===== src/rtl/housekeeping_spi_scheduler.sv =====
// housekeeping_spi_scheduler
//
// Purpose: shares the housekeeping SPI master between DAC write requests and
// ADC read requests. Each granted request is serialised into a byte frame on
// the MOSI stream. select_adc is switched with a guard interval whenever the
// polarity changes. ADC reply bytes from the MISO stream are assembled into a
// 16-bit result, and a missing reply byte is reported as a timeout.
//
// Optional feature (macro HK_AUTO_POLL_EN): a periodic internal ADC read that
// scans the channels set in poll_mask round-robin. When the macro is not
// defined, the poll_* ports are ignored.
//
// Ports:
//   clk_core, clk_core_rst          clock, synchronous active-high reset
//   dac_req_*                       DAC write request (valid/ready, channel, code)
//   adc_req_*                       ADC read request (valid/ready, channel)
//   adc_rsp_*                       one-cycle result pulse (channel, data, timeout)
//   select_adc                      SPI wrapper polarity, 1 for ADC frames
//   mosi_m_axis_*                   frame bytes to the MOSI FIFO
//   miso_s_axis_*                   reply bytes from the MISO FIFO (always ready)
//   poll_enable/period/mask         auto-poll control
//   busy                            FSM is not idle
//
// state      | meaning
// -----------+----------------------------------------------------------
// S_IDLE     | arbitrate requesters, register the winning request
// S_GUARD    | select_adc just changed, hold off for GUARD_CYCLES
// S_SEND     | offer frame bytes on MOSI, one byte per accepted beat
// S_WAIT_RSP | collect two ADC reply bytes, watch the per-byte timeout
// S_RESPOND  | single-cycle adc_rsp_valid pulse

module housekeeping_spi_scheduler #(
  parameter int unsigned GUARD_CYCLES   = 64,
  parameter int unsigned TIMEOUT_CYCLES = 4096,
  parameter int unsigned POLL_DIV_W     = 24
) (
  input  logic                  clk_core,
  input  logic                  clk_core_rst,
  input  logic                  dac_req_valid,
  output logic                  dac_req_ready,
  input  logic [3:0]            dac_req_channel,
  input  logic [15:0]           dac_req_code,
  input  logic                  adc_req_valid,
  output logic                  adc_req_ready,
  input  logic [3:0]            adc_req_channel,
  output logic                  adc_rsp_valid,
  output logic [3:0]            adc_rsp_channel,
  output logic [15:0]           adc_rsp_data,
  output logic                  adc_rsp_timeout,
  output logic                  select_adc,
  output logic [7:0]            mosi_m_axis_tdata,
  output logic                  mosi_m_axis_tvalid,
  output logic                  mosi_m_axis_tlast,
  input  logic                  mosi_m_axis_tready,
  input  logic [7:0]            miso_s_axis_tdata,
  input  logic                  miso_s_axis_tvalid,
  output logic                  miso_s_axis_tready,
  input  logic                  poll_enable,
  input  logic [POLL_DIV_W-1:0] poll_period,
  input  logic [15:0]           poll_mask,
  output logic                  busy
);

  localparam int GW = (GUARD_CYCLES > 1) ? $clog2(GUARD_CYCLES) : 1;
  localparam int TW = (TIMEOUT_CYCLES > 1) ? $clog2(TIMEOUT_CYCLES) : 1;

  typedef enum logic [2:0] {
    S_IDLE,
    S_GUARD,
    S_SEND,
    S_WAIT_RSP,
    S_RESPOND
  } state_t;

  state_t        r_state;
  logic          r_last_adc;
  logic          r_select_adc;
  logic          r_is_adc;
  logic [3:0]    r_ch;
  logic [15:0]   r_code;
  logic [1:0]    r_idx;
  logic [GW-1:0] r_guard;
  logic [TW-1:0] r_timer;
  logic          r_rx_cnt;
  logic [15:0]   r_rsp_data;
  logic          r_rsp_timeout;

  logic          w_dac_win;
  logic          w_adc_win;
  logic          w_poll_win;
  logic          w_grant;
  logic          w_grant_adc;
  logic [3:0]    w_grant_ch;
  logic          w_poll_pend;
  logic [3:0]    w_poll_ch;
  logic [7:0]    w_tdata;
  logic          w_last;
  logic          w_beat;

  // When both external requesters are valid, the one that was not served last wins.
  // The internal poll request is only taken when neither external requester is valid.
  always_comb begin
    w_dac_win  = 1'b0;
    w_adc_win  = 1'b0;
    w_poll_win = 1'b0;
    if (r_state == S_IDLE) begin
      if (dac_req_valid && adc_req_valid) begin
        if (r_last_adc) w_dac_win = 1'b1;
        else            w_adc_win = 1'b1;
      end else if (dac_req_valid) begin
        w_dac_win = 1'b1;
      end else if (adc_req_valid) begin
        w_adc_win = 1'b1;
      end else if (w_poll_pend) begin
        w_poll_win = 1'b1;
      end
    end
  end

  assign w_grant     = w_dac_win | w_adc_win | w_poll_win;
  assign w_grant_adc = w_adc_win | w_poll_win;
  assign w_grant_ch  = w_dac_win ? dac_req_channel :
                       w_adc_win ? adc_req_channel : w_poll_ch;

  always_comb begin
    w_tdata = 8'h00;
    w_last  = 1'b0;
    if (r_is_adc) begin
      w_last = (r_idx == 2'd1);
      if (r_idx == 2'd0) w_tdata = {4'h1, r_ch};
    end else begin
      w_last = (r_idx == 2'd2);
      case (r_idx)
        2'd0:    w_tdata = {4'h3, r_ch};
        2'd1:    w_tdata = r_code[15:8];
        default: w_tdata = r_code[7:0];
      endcase
    end
  end

  assign w_beat = (r_state == S_SEND) && mosi_m_axis_tready;

  always_ff @(posedge clk_core) begin
    if (clk_core_rst) begin
      r_state       <= S_IDLE;
      r_last_adc    <= 1'b1;
      r_select_adc  <= 1'b0;
      r_is_adc      <= 1'b0;
      r_ch          <= 4'h0;
      r_code        <= 16'h0000;
      r_idx         <= 2'd0;
      r_guard       <= '0;
      r_timer       <= '0;
      r_rx_cnt      <= 1'b0;
      r_rsp_data    <= 16'h0000;
      r_rsp_timeout <= 1'b0;
    end else begin
      case (r_state)
        S_IDLE: begin
          if (w_grant) begin
            r_is_adc   <= w_grant_adc;
            r_ch       <= w_grant_ch;
            r_code     <= dac_req_code;
            r_idx      <= 2'd0;
            r_last_adc <= w_grant_adc;
            if (w_grant_adc != r_select_adc) begin
              r_select_adc <= w_grant_adc;
              if (GUARD_CYCLES == 0) begin
                r_state <= S_SEND;
              end else begin
                r_guard <= GW'(GUARD_CYCLES - 1);
                r_state <= S_GUARD;
              end
            end else begin
              r_state <= S_SEND;
            end
          end
        end
        S_GUARD: begin
          if (r_guard == '0) r_state <= S_SEND;
          else               r_guard <= r_guard - GW'(1);
        end
        S_SEND: begin
          if (w_beat) begin
            if (!w_last) begin
              r_idx <= r_idx + 2'd1;
            end else if (r_is_adc) begin
              r_timer  <= TW'(TIMEOUT_CYCLES - 1);
              r_rx_cnt <= 1'b0;
              r_state  <= S_WAIT_RSP;
            end else begin
              r_state <= S_IDLE;
            end
          end
        end
        S_WAIT_RSP: begin
          if (miso_s_axis_tvalid) begin
            r_timer <= TW'(TIMEOUT_CYCLES - 1);
            if (!r_rx_cnt) begin
              r_rsp_data[15:8] <= miso_s_axis_tdata;
              r_rx_cnt         <= 1'b1;
            end else begin
              r_rsp_data[7:0] <= miso_s_axis_tdata;
              r_rsp_timeout   <= 1'b0;
              r_state         <= S_RESPOND;
            end
          end else if (r_timer == '0) begin
            r_rsp_data    <= 16'h0000;
            r_rsp_timeout <= 1'b1;
            r_state       <= S_RESPOND;
          end else begin
            r_timer <= r_timer - TW'(1);
          end
        end
        S_RESPOND: begin
          r_state <= S_IDLE;
        end
        default: r_state <= S_IDLE;
      endcase
    end
  end

`ifdef HK_AUTO_POLL_EN
  logic [POLL_DIV_W-1:0] r_poll_cnt;
  logic                  r_poll_pend;
  logic [3:0]            r_poll_ch;
  logic [3:0]            r_poll_ptr;
  logic                  w_scan_hit;
  logic [3:0]            w_scan_ch;
  logic [3:0]            w_scan_idx;

  // First set mask bit at or after the round-robin pointer, wrapping at 16.
  always_comb begin
    w_scan_hit = 1'b0;
    w_scan_ch  = 4'h0;
    w_scan_idx = 4'h0;
    for (int k = 0; k < 16; k++) begin
      w_scan_idx = r_poll_ptr + 4'(k);
      if (!w_scan_hit && poll_mask[w_scan_idx]) begin
        w_scan_hit = 1'b1;
        w_scan_ch  = w_scan_idx;
      end
    end
  end

  always_ff @(posedge clk_core) begin
    if (clk_core_rst) begin
      r_poll_cnt  <= '0;
      r_poll_pend <= 1'b0;
      r_poll_ch   <= 4'h0;
      r_poll_ptr  <= 4'h0;
    end else begin
      if (w_poll_win) r_poll_pend <= 1'b0;
      if (!poll_enable || (poll_period == '0) || (poll_mask == 16'h0000)) begin
        r_poll_cnt <= '0;
      end else if (r_poll_cnt >= poll_period - POLL_DIV_W'(1)) begin
        r_poll_cnt <= '0;
        // An expiry while a poll is still pending is dropped, not queued.
        if (!r_poll_pend && w_scan_hit) begin
          r_poll_pend <= 1'b1;
          r_poll_ch   <= w_scan_ch;
          r_poll_ptr  <= w_scan_ch + 4'd1;
        end
      end else begin
        r_poll_cnt <= r_poll_cnt + POLL_DIV_W'(1);
      end
    end
  end

  assign w_poll_pend = r_poll_pend;
  assign w_poll_ch   = r_poll_ch;
`else
  logic w_poll_unused;
  assign w_poll_unused = ^{poll_enable, poll_period, poll_mask};
  assign w_poll_pend   = 1'b0;
  assign w_poll_ch     = 4'h0;
`endif

  assign dac_req_ready      = w_dac_win;
  assign adc_req_ready      = w_adc_win;
  assign adc_rsp_valid      = (r_state == S_RESPOND);
  assign adc_rsp_channel    = adc_rsp_valid ? r_ch : 4'h0;
  assign adc_rsp_data       = adc_rsp_valid ? r_rsp_data : 16'h0000;
  assign adc_rsp_timeout    = adc_rsp_valid & r_rsp_timeout;
  assign select_adc         = r_select_adc;
  assign mosi_m_axis_tvalid = (r_state == S_SEND);
  assign mosi_m_axis_tdata  = mosi_m_axis_tvalid ? w_tdata : 8'h00;
  assign mosi_m_axis_tlast  = mosi_m_axis_tvalid & w_last;
  assign miso_s_axis_tready = 1'b1;
  assign busy               = (r_state != S_IDLE);

endmodule


===== config.mk =====
export PLATFORM = sky130hd
export DESIGN_NAME = housekeeping_spi_scheduler
export DESIGN_NICKNAME = d
export VERILOG_FILES = /design/src/rtl/housekeeping_spi_scheduler.sv
export SDC_FILE = /design/constraint.sdc
export NUM_CORES = 1
export LEC_CHECK = 0
export BUFFER_PORTS_ARGS = -buffer_cell sky130_fd_sc_hd__buf_2
export CAP_MARGIN = 20
export CORE_MARGIN = 8
export CORE_UTILIZATION = 55
export CTS_BUF_LIST = sky130_fd_sc_hd__clkbuf_8
export CTS_CLUSTER_SIZE = 40
export DETAILED_ROUTE_END_ITERATION = 7
export PLACE_DENSITY = 0.87
export SLEW_MARGIN = 20
export SYNTH_ARGS = -nofsm -noshare
export SYNTH_HDL_FRONTEND = slang
export SYNTH_SLANG_ARGS = --single-unit

===== constraint.sdc =====
create_clock -name clk_core -period 4.2 [get_ports clk_core]
set_clock_uncertainty 0.2 [all_clocks]
set_input_delay 0.42 -clock clk_core [delete_from_list [all_inputs] [get_ports clk_core]]
set_output_delay 0.42 -clock clk_core [all_outputs]
set_load 0.01 [all_outputs]

# --- Word level (Yosys, flattened, before mapping) ---
# Index checks and enable logic that the tools add are counted.
# Widths: inputs -> output; s select.
word_totals:
  output_inout_bits: 37
  word_cells: 114
  reg_bits: 64
  input_bits: 79
classes:
  eq_ne: 21
  reduce_logical: 20
  n_addsub: 3
  bitwise_logic: 3
  mux: 54
ops:
  columns: ["op", "n"]
  rows:
  - ["$mux 12", 5]
  - ["$mux 16", 3]
  - ["$mux 8", 4]
  - ["$pmux 12 s2", 1]
  - ["$mux 3", 7]
  - ["$mux 6", 3]
  - ["$mux 1", 17]
  - ["$pmux 8 s2", 1]
  - ["$logic_not 12->1", 1]
  - ["$mux 4", 3]
  - ["$ne 2x1->1 const B", 6]
  - ["$pmux 3 s4", 1]
  - ["$pmux 6 s2", 1]
  - ["$sub 12x1->12 const B", 1]
  - ["$mux 2", 5]
  - ["$ne 2x2->1 const B", 5]
  - ["$reduce_and 5->1", 2]
  - ["$ne 3x3->1 const B", 3]
  - ["$reduce_and 3->1", 3]
  - ["$reduce_and 4->1", 2]
  - ["$reduce_bool 2->1", 4]
  - ["$eq 3x2->1 const B", 2]
  - ["$logic_not 6->1", 1]
  - ["$reduce_and 6->1", 1]
  - ["17 further kinds", 19]

# --- Longest topological paths before layout ---
depth:
  ltp_word: 8
  ltp_mapped: 8
  ltp_nobuf: 7

# --- Least setup slack after synthesis ---
# OpenSTA, ideal clock, no wires.
synth_path:
  path_kind: "flip-flop to flip-flop"
  startpoint: "reg r_timer[0]"
  endpoint: "reg r_timer[3]"
  setup_slack_ns: 1.965
  arrival_time_ns: 1.902
  n_path_buf: 0
  path_stages_with_launch: 8
  t_required_ns: 3.868
  period_less_slack_ns: 2.235
  setup_ns: 0.132
  path_cell_list: "dfxtp_1 inv_1 ha_1 or4b_4 or4_1 nand3_1 xor2_1 a21oi_1"
synth_between:
  elab_chain_len: 4
  word_cells_on_any_way: 7
  cone_classes: "1 x add/sub; 1 x eq/ne; 3 x mux; 2 x reduce/logical"
synth_rtl:
  columns: ["item", "line_no", "text"]
  rows:
  - ["start, declared", "83", "logic [TW-1:0] r_timer;"]
  - ["start signal, assigned", "188", "r_timer <= TW'(TIMEOUT_CYCLES - 1);"]
  - ["start signal, assigned", "198", "r_timer <= TW'(TIMEOUT_CYCLES - 1);"]
  - ["start signal, assigned", "212", "r_timer <= r_timer - TW'(1);"]
  - ["$sub 12x1->12", "212", null]
  - ["$mux 12", "207", "end else if (r_timer == '0) begin"]
  - ["$mux 12", "197", "if (miso_s_axis_tvalid) begin"]
  - ["$pmux 12 s2", "158", "case (r_state)"]
# Parallel ways exist; a longest one is shown, timed or not. The select of a mux whose other input is x is not followed.
# A chain may end at the register's enable or synchronous reset.

# --- Worst setup path after layout ---
layout_path:
  startpoint: "reg r_idx[1]"
  endpoint: "out mosi_m_axis_tdata[3]"
layout_between:
  elab_chain_len: 4
  word_cells_on_any_way: 6
  cone_classes: "1 x eq/ne; 4 x mux; 1 x reduce/logical"
layout_rtl:
  columns: ["item", "line_no", "text"]
  rows:
  - ["start, declared", "81", "logic [1:0] r_idx;"]
  - ["start signal, assigned", "186", "r_idx <= r_idx + 2'd1;"]
  - ["$eq 2x1->1 / $logic_not 2->1 (equally long branches)", "133, 130", null]
  - ["$pmux 8 s2 / $mux 5 (equally long branches)", "133, 130", null]
  - ["$mux 8 (*)", "128", "if (r_is_adc) begin"]
  - ["$mux 8 (*)", "287", "assign mosi_m_axis_tdata = mosi_m_axis_tvalid ? w_tdata : 8'h00;"]
  - ["end, declared", "51", "output logic [7:0] mosi_m_axis_tdata,"]
# Mark *: on every way between the ends. The rest lies on a longest branch, timed or not.

==> summary by stage <==
Run status
The flow ran to the end, and the final reports show no timing, DRC or antenna violations.

Clock network
Buffers inserted during clock tree synthesis total 9. The clock-pin slew reported for the worst setup and hold paths after clock tree synthesis is 70 ps. The count of instances resized after the clock tree is built is 0. The clock tree root buffer cell is sky130_fd_sc_hd__clkbuf_8. After clock tree synthesis, the flow added hold-fix buffers numbering 0. Clock tree synthesis found a total of 64 sinks. The clock passes through at most 2 buffers. The latest clock arrival within the worst-skew pair is between 300 and 400 ps. TritonCTS built the clock tree.

Once the clock tree was built, the setup fixing pass inserted 0 buffers. In this run the number of H-tree levels came out at 3.

GRT
The global routing usage summed across all routing layers is 18.95%. The pin count of the biggest net entering global routing is 65. The initial antenna violation count is 0. The via count of the first global-routing pass is around 3100. After global routing the overflow that remains totals 0. The first global-routing pass estimated between 10000 and 15000 um of wire.

Critical path
The startpoint of the worst register-to-register path is r_state[2]. The launching element type of the critical path is a register. The largest individual stage delay along the critical path comes from the cell sky130_fd_sc_hd__ha_1. The critical path goes through inv_1, ha_1, nor2_1, a22oi_1, nor2_1, a21oi_1, nor2_1, buf_2. The required time at the endpoint of the critical path is 3580 ps.

The worst-path maximum fanout is 15. On the worst path, the slowest cell contributes a delay of 480 ps. The type of the worst setup path is register to output port.

Counting cells, the worst reg-to-reg path comes to 5. The most common cell type on the critical path is sky130_fd_sc_hd__nor2_1. Setup slack on the worst reg-to-reg path comes out at 1600 ps. The worst setup path is captured at an output port. Data on the critical path arrives at its endpoint at slightly above 2000 ps. The terminus of the critical flop-to-flop path is r_rsp_timeout.

Synthesis
The post-synthesis xor/xnor area fraction is around 2.4%. In the post-synthesis netlist, the biggest area contributors are sky130_fd_sc_hd__dfxtp_1, sky130_fd_sc_hd__a21oi_1, sky130_fd_sc_hd__nand2_1. Counting every net in the synthesized netlist gives 505. The number of enable-type register cells in the synthesized netlist is 0.

The largest area contributor in the synthesized netlist is sky130_fd_sc_hd__dfxtp_1. By count the netlist is led by sky130_fd_sc_hd__dfxtp_1, sky130_fd_sc_hd__nand2_1, sky130_fd_sc_hd__a21oi_1. During synthesis, Yosys emitted a total of 0 warnings. Counting every instance in the synthesized netlist gives 419. After synthesis, the netlist uses 59 different library cells.

The most instantiated flip-flop cell in the synthesis netlist is sky130_fd_sc_hd__dfxtp_1. The share of synthesized cell area in and, or, nand and nor gates is 30.86%. Measured against the total synthesized area, the mux share comes to under 10%. The share of the synthesized area in the top cell type is 38.40%. The synthesized netlist devotes between 10% and 20% of its cell area to compound gates. The combinational family with the most area after synthesis is simple AND/OR/NAND/NOR gates. After synthesis the netlist holds a flip-flop and latch count of 64. sky130_fd_sc_hd__dfxtp_1 is the most common cell in the netlist. The fraction of synthesis flops using an asynchronous set or reset pin is 0%.

Dividing the synthesized area by the synthesized cell count gives about 8 um^2. Sequential elements use 38.40% of the synthesized area. Of the total synthesized cell area, the portion taken by full adders, half adders and majority gates is 2.625%. The summed instance area of the synthesized netlist is 3337 um^2.

Pwr
The analysis attributes to cell leakage a power of 0.001682 uW. The maximum VDD drop is 0.3420 mV. The power density over the cells is a little over 600 nW/um^2.

Timing
Setup repair after global routing left no endpoint under its margin. The final setup violation count is 0. Setup slack on the critical path of the routed design comes to 1556 ps. The clock period minus final worst setup slack is 2644 ps. The actual slew at the worst max-slew pin is roughly 840 ps. The count of pins over their slew limit is 0. The total count of hold-check failures in the final report came to 0. In the final timing run, aggregate negative setup slack is 0 ps.

The period utilization is 62.96%. The headroom to the max-slew limit is 43.95%. The highest clock frequency the design can meet is 0.3781 GHz.

Layout
The number of antenna repair diodes is 0. The final core area utilization is 65.97%. The post-layout net count is 562. The fraction of final layout cells with drive strength greater than 1 is between 20% and 30%.

The area growth from synthesis to layout is 16.35%. The number of cells in the finished layout apart from fillers is roughly 560.

Floorplanning
Measured along the y axis, the die boundary spans 93.89 um. From left edge to right edge, the die measures 93.89 um. In this run the standard cell core region covers 5886 um^2.

Pin placement for this block handled 116 I/O pins. Once the floorplan was initialized, standard cells occupied ~57% of the core. The full die area is 8815 um^2.

The number of rows in the core area is 28.

Hold path
The worst hold path terminates at r_code[1]. The beginning of the worst hold path is dac_req_code[1]. The path class of the tightest hold or removal check is input port to register.

The worst hold path passes through 3 cells.

Place
The pre-CTS setup slack is between 1000 and 1500 ps. The congestion estimate from routability-driven global placement came to 0.8920. Buffers placed on the I/O ports in this run total 73. The number of instances in the placed design is 540. Detailed placement ended at an HPWL of roughly 5700 um.

Routing
Dividing the detail-routed via count by the number of cells gives 5.806. In the final routed layout, each cell accounts on average for 14.80 um. The iteration count of the initial detailed-routing pass is 5. The overall via count from detail_route is 3228.

The aggregate routed wire length is 8228 um. The antenna violation net count after detailed routing is 0. The DRC violation total after the first TritonRoute iteration is 272. For this run, design rule violations remaining after detail routing come to 0.

Job
The max-cap violation count is 0.
-- area by class of cell --
| cell class | instances | area, um^2 |
|---|---|---|
| Fill cell | 514 | 2003 |
| Multi-Input combinational cell | 317 | 1859 |
| Sequential cell | 64 | 1281 |
| Timing Repair Buffer | 74 | 375.4 |
| Clock buffer | 9 | 123.9 |
| Clock inverter | 7 | 111.4 |
| Tap cell | 75 | 93.84 |
| Inverter | 10 | 37.54 |
-- flip-flops by register name (all words and copies together), names as in the netlist --
register and count:
r_code 16, select_adc 1, r_rsp_data 16, r_rsp_timeout 1, r_is_adc 1, r_rx_cnt 1
r_idx 2, r_ch 4, r_state 3, r_guard 6, r_timer 12, r_last_adc 1
-- placed cells by master (no fill, tap or decap), types with 2 or more instances in the layout --
| cell | Yosys | final |
|---|---|---|
| sky130_fd_sc_hd__xnor2_1 | 6 | 6 |
| sky130_fd_sc_hd__nor3_1 | 14 | 14 |
| sky130_fd_sc_hd__a21oi_1 | 59 | 59 |
| sky130_fd_sc_hd__nor4_1 | 2 | 2 |
| sky130_fd_sc_hd__inv_1 | 10 | 11 |
| sky130_fd_sc_hd__nor2b_1 | 4 | 4 |
| sky130_fd_sc_hd__buf_2 | 2 | 72 |
| sky130_fd_sc_hd__and3_1 | 21 | 21 |
| sky130_fd_sc_hd__dfxtp_1 | 64 | 64 |
| sky130_fd_sc_hd__nand2b_1 | 4 | 4 |
| sky130_fd_sc_hd__buf_4 | 1 | 2 |
| sky130_fd_sc_hd__or4_1 | 3 | 3 |
| sky130_fd_sc_hd__a211oi_1 | 2 | 2 |
| sky130_fd_sc_hd__nor3b_1 | 3 | 3 |
| sky130_fd_sc_hd__nand2_1 | 63 | 63 |
| sky130_fd_sc_hd__nand4_1 | 9 | 9 |
| sky130_fd_sc_hd__o21ai_1 | 2 | 3 |
| sky130_fd_sc_hd__a22o_1 | 4 | 4 |
| sky130_fd_sc_hd__nand4b_1 | 8 | 8 |
| sky130_fd_sc_hd__nor2_2 | 0 | 2 |
| sky130_fd_sc_hd__or3_1 | 2 | 2 |
| sky130_fd_sc_hd__and2_1 | 6 | 6 |
| sky130_fd_sc_hd__o21ai_0 | 6 | 5 |
| sky130_fd_sc_hd__ha_1 | 7 | 7 |
| sky130_fd_sc_hd__a31oi_1 | 2 | 2 |
| sky130_fd_sc_hd__mux2i_1 | 3 | 3 |
| sky130_fd_sc_hd__bufinv_16 | 0 | 3 |
| sky130_fd_sc_hd__nor2_1 | 39 | 37 |
| sky130_fd_sc_hd__clkinv_2 | 0 | 2 |
| sky130_fd_sc_hd__clkbuf_8 | 3 | 9 |
| sky130_fd_sc_hd__a311oi_1 | 5 | 5 |
| sky130_fd_sc_hd__a22oi_1 | 10 | 10 |
| sky130_fd_sc_hd__xor2_1 | 3 | 3 |
| sky130_fd_sc_hd__nand3_1 | 4 | 4 |
-- per-layer routing --
metal  vias to the layer above  wire (um)  global-route usage [%]
met5                         -          0                       0
li1                       1592          -                       -
met2                       109       4029                   32.09
met3                        19        577                   4.556
met4                         0        158                   9.643
met1                      1508       3462                   21.65
-- logic make-up after synthesis --
logic type,Yosys count
buffers and inverters,38
other,1
muxes,4
xor gates and xnor gates,9
DFF,64
adders and majority gates,7
AOI/OAI and AO/OA,101
and+or+nand+nor,195
-- through the flow --
stage / hold slack (ps) / power, uW / area (um^2)
3_3_place_gp: 237.8 / 1699 / 3640
6_report: 113.1 / 2364 / 3882
4_1_cts: 104.0 / 2366 / 3875
2_1_floorplan: 229.2 / 1550 / 3337
3_5_place_dp: 245.6 / 1732 / 3640
5_1_grt: 113.7 / 2531 / 3882
-- where the power goes --
group	total [uW]	internal (uW)	switching, uW
Clock	623	390	233
Sequential	875	736	139
Combinational	866	355	511
-- critical path: cells and delay by family, from the launching register on --
family / cells / cell delay (ps)
buffers and inverters: 2 / 250
AOI/OAI and AO/OA: 2 / 330
adders and majority gates: 1 / 480
and+or+nand+nor: 3 / 300
DFF: 1 / 330
-- worst max path at each step --
stage	from	end	slack, ps
floorplan	r_timer[0]	r_timer[3]	1970
global placement	r_state[2]	r_code[14]	1540
detailed placement	r_state[2]	r_code[14]	1490
CTS	r_state[2]	r_code[8]	1430
global route	r_state[2]	r_rsp_data[0]	1370
finish	r_idx[1]	mosi_m_axis_tdata[3]	1560
Power figures use the tool's default switching activity.
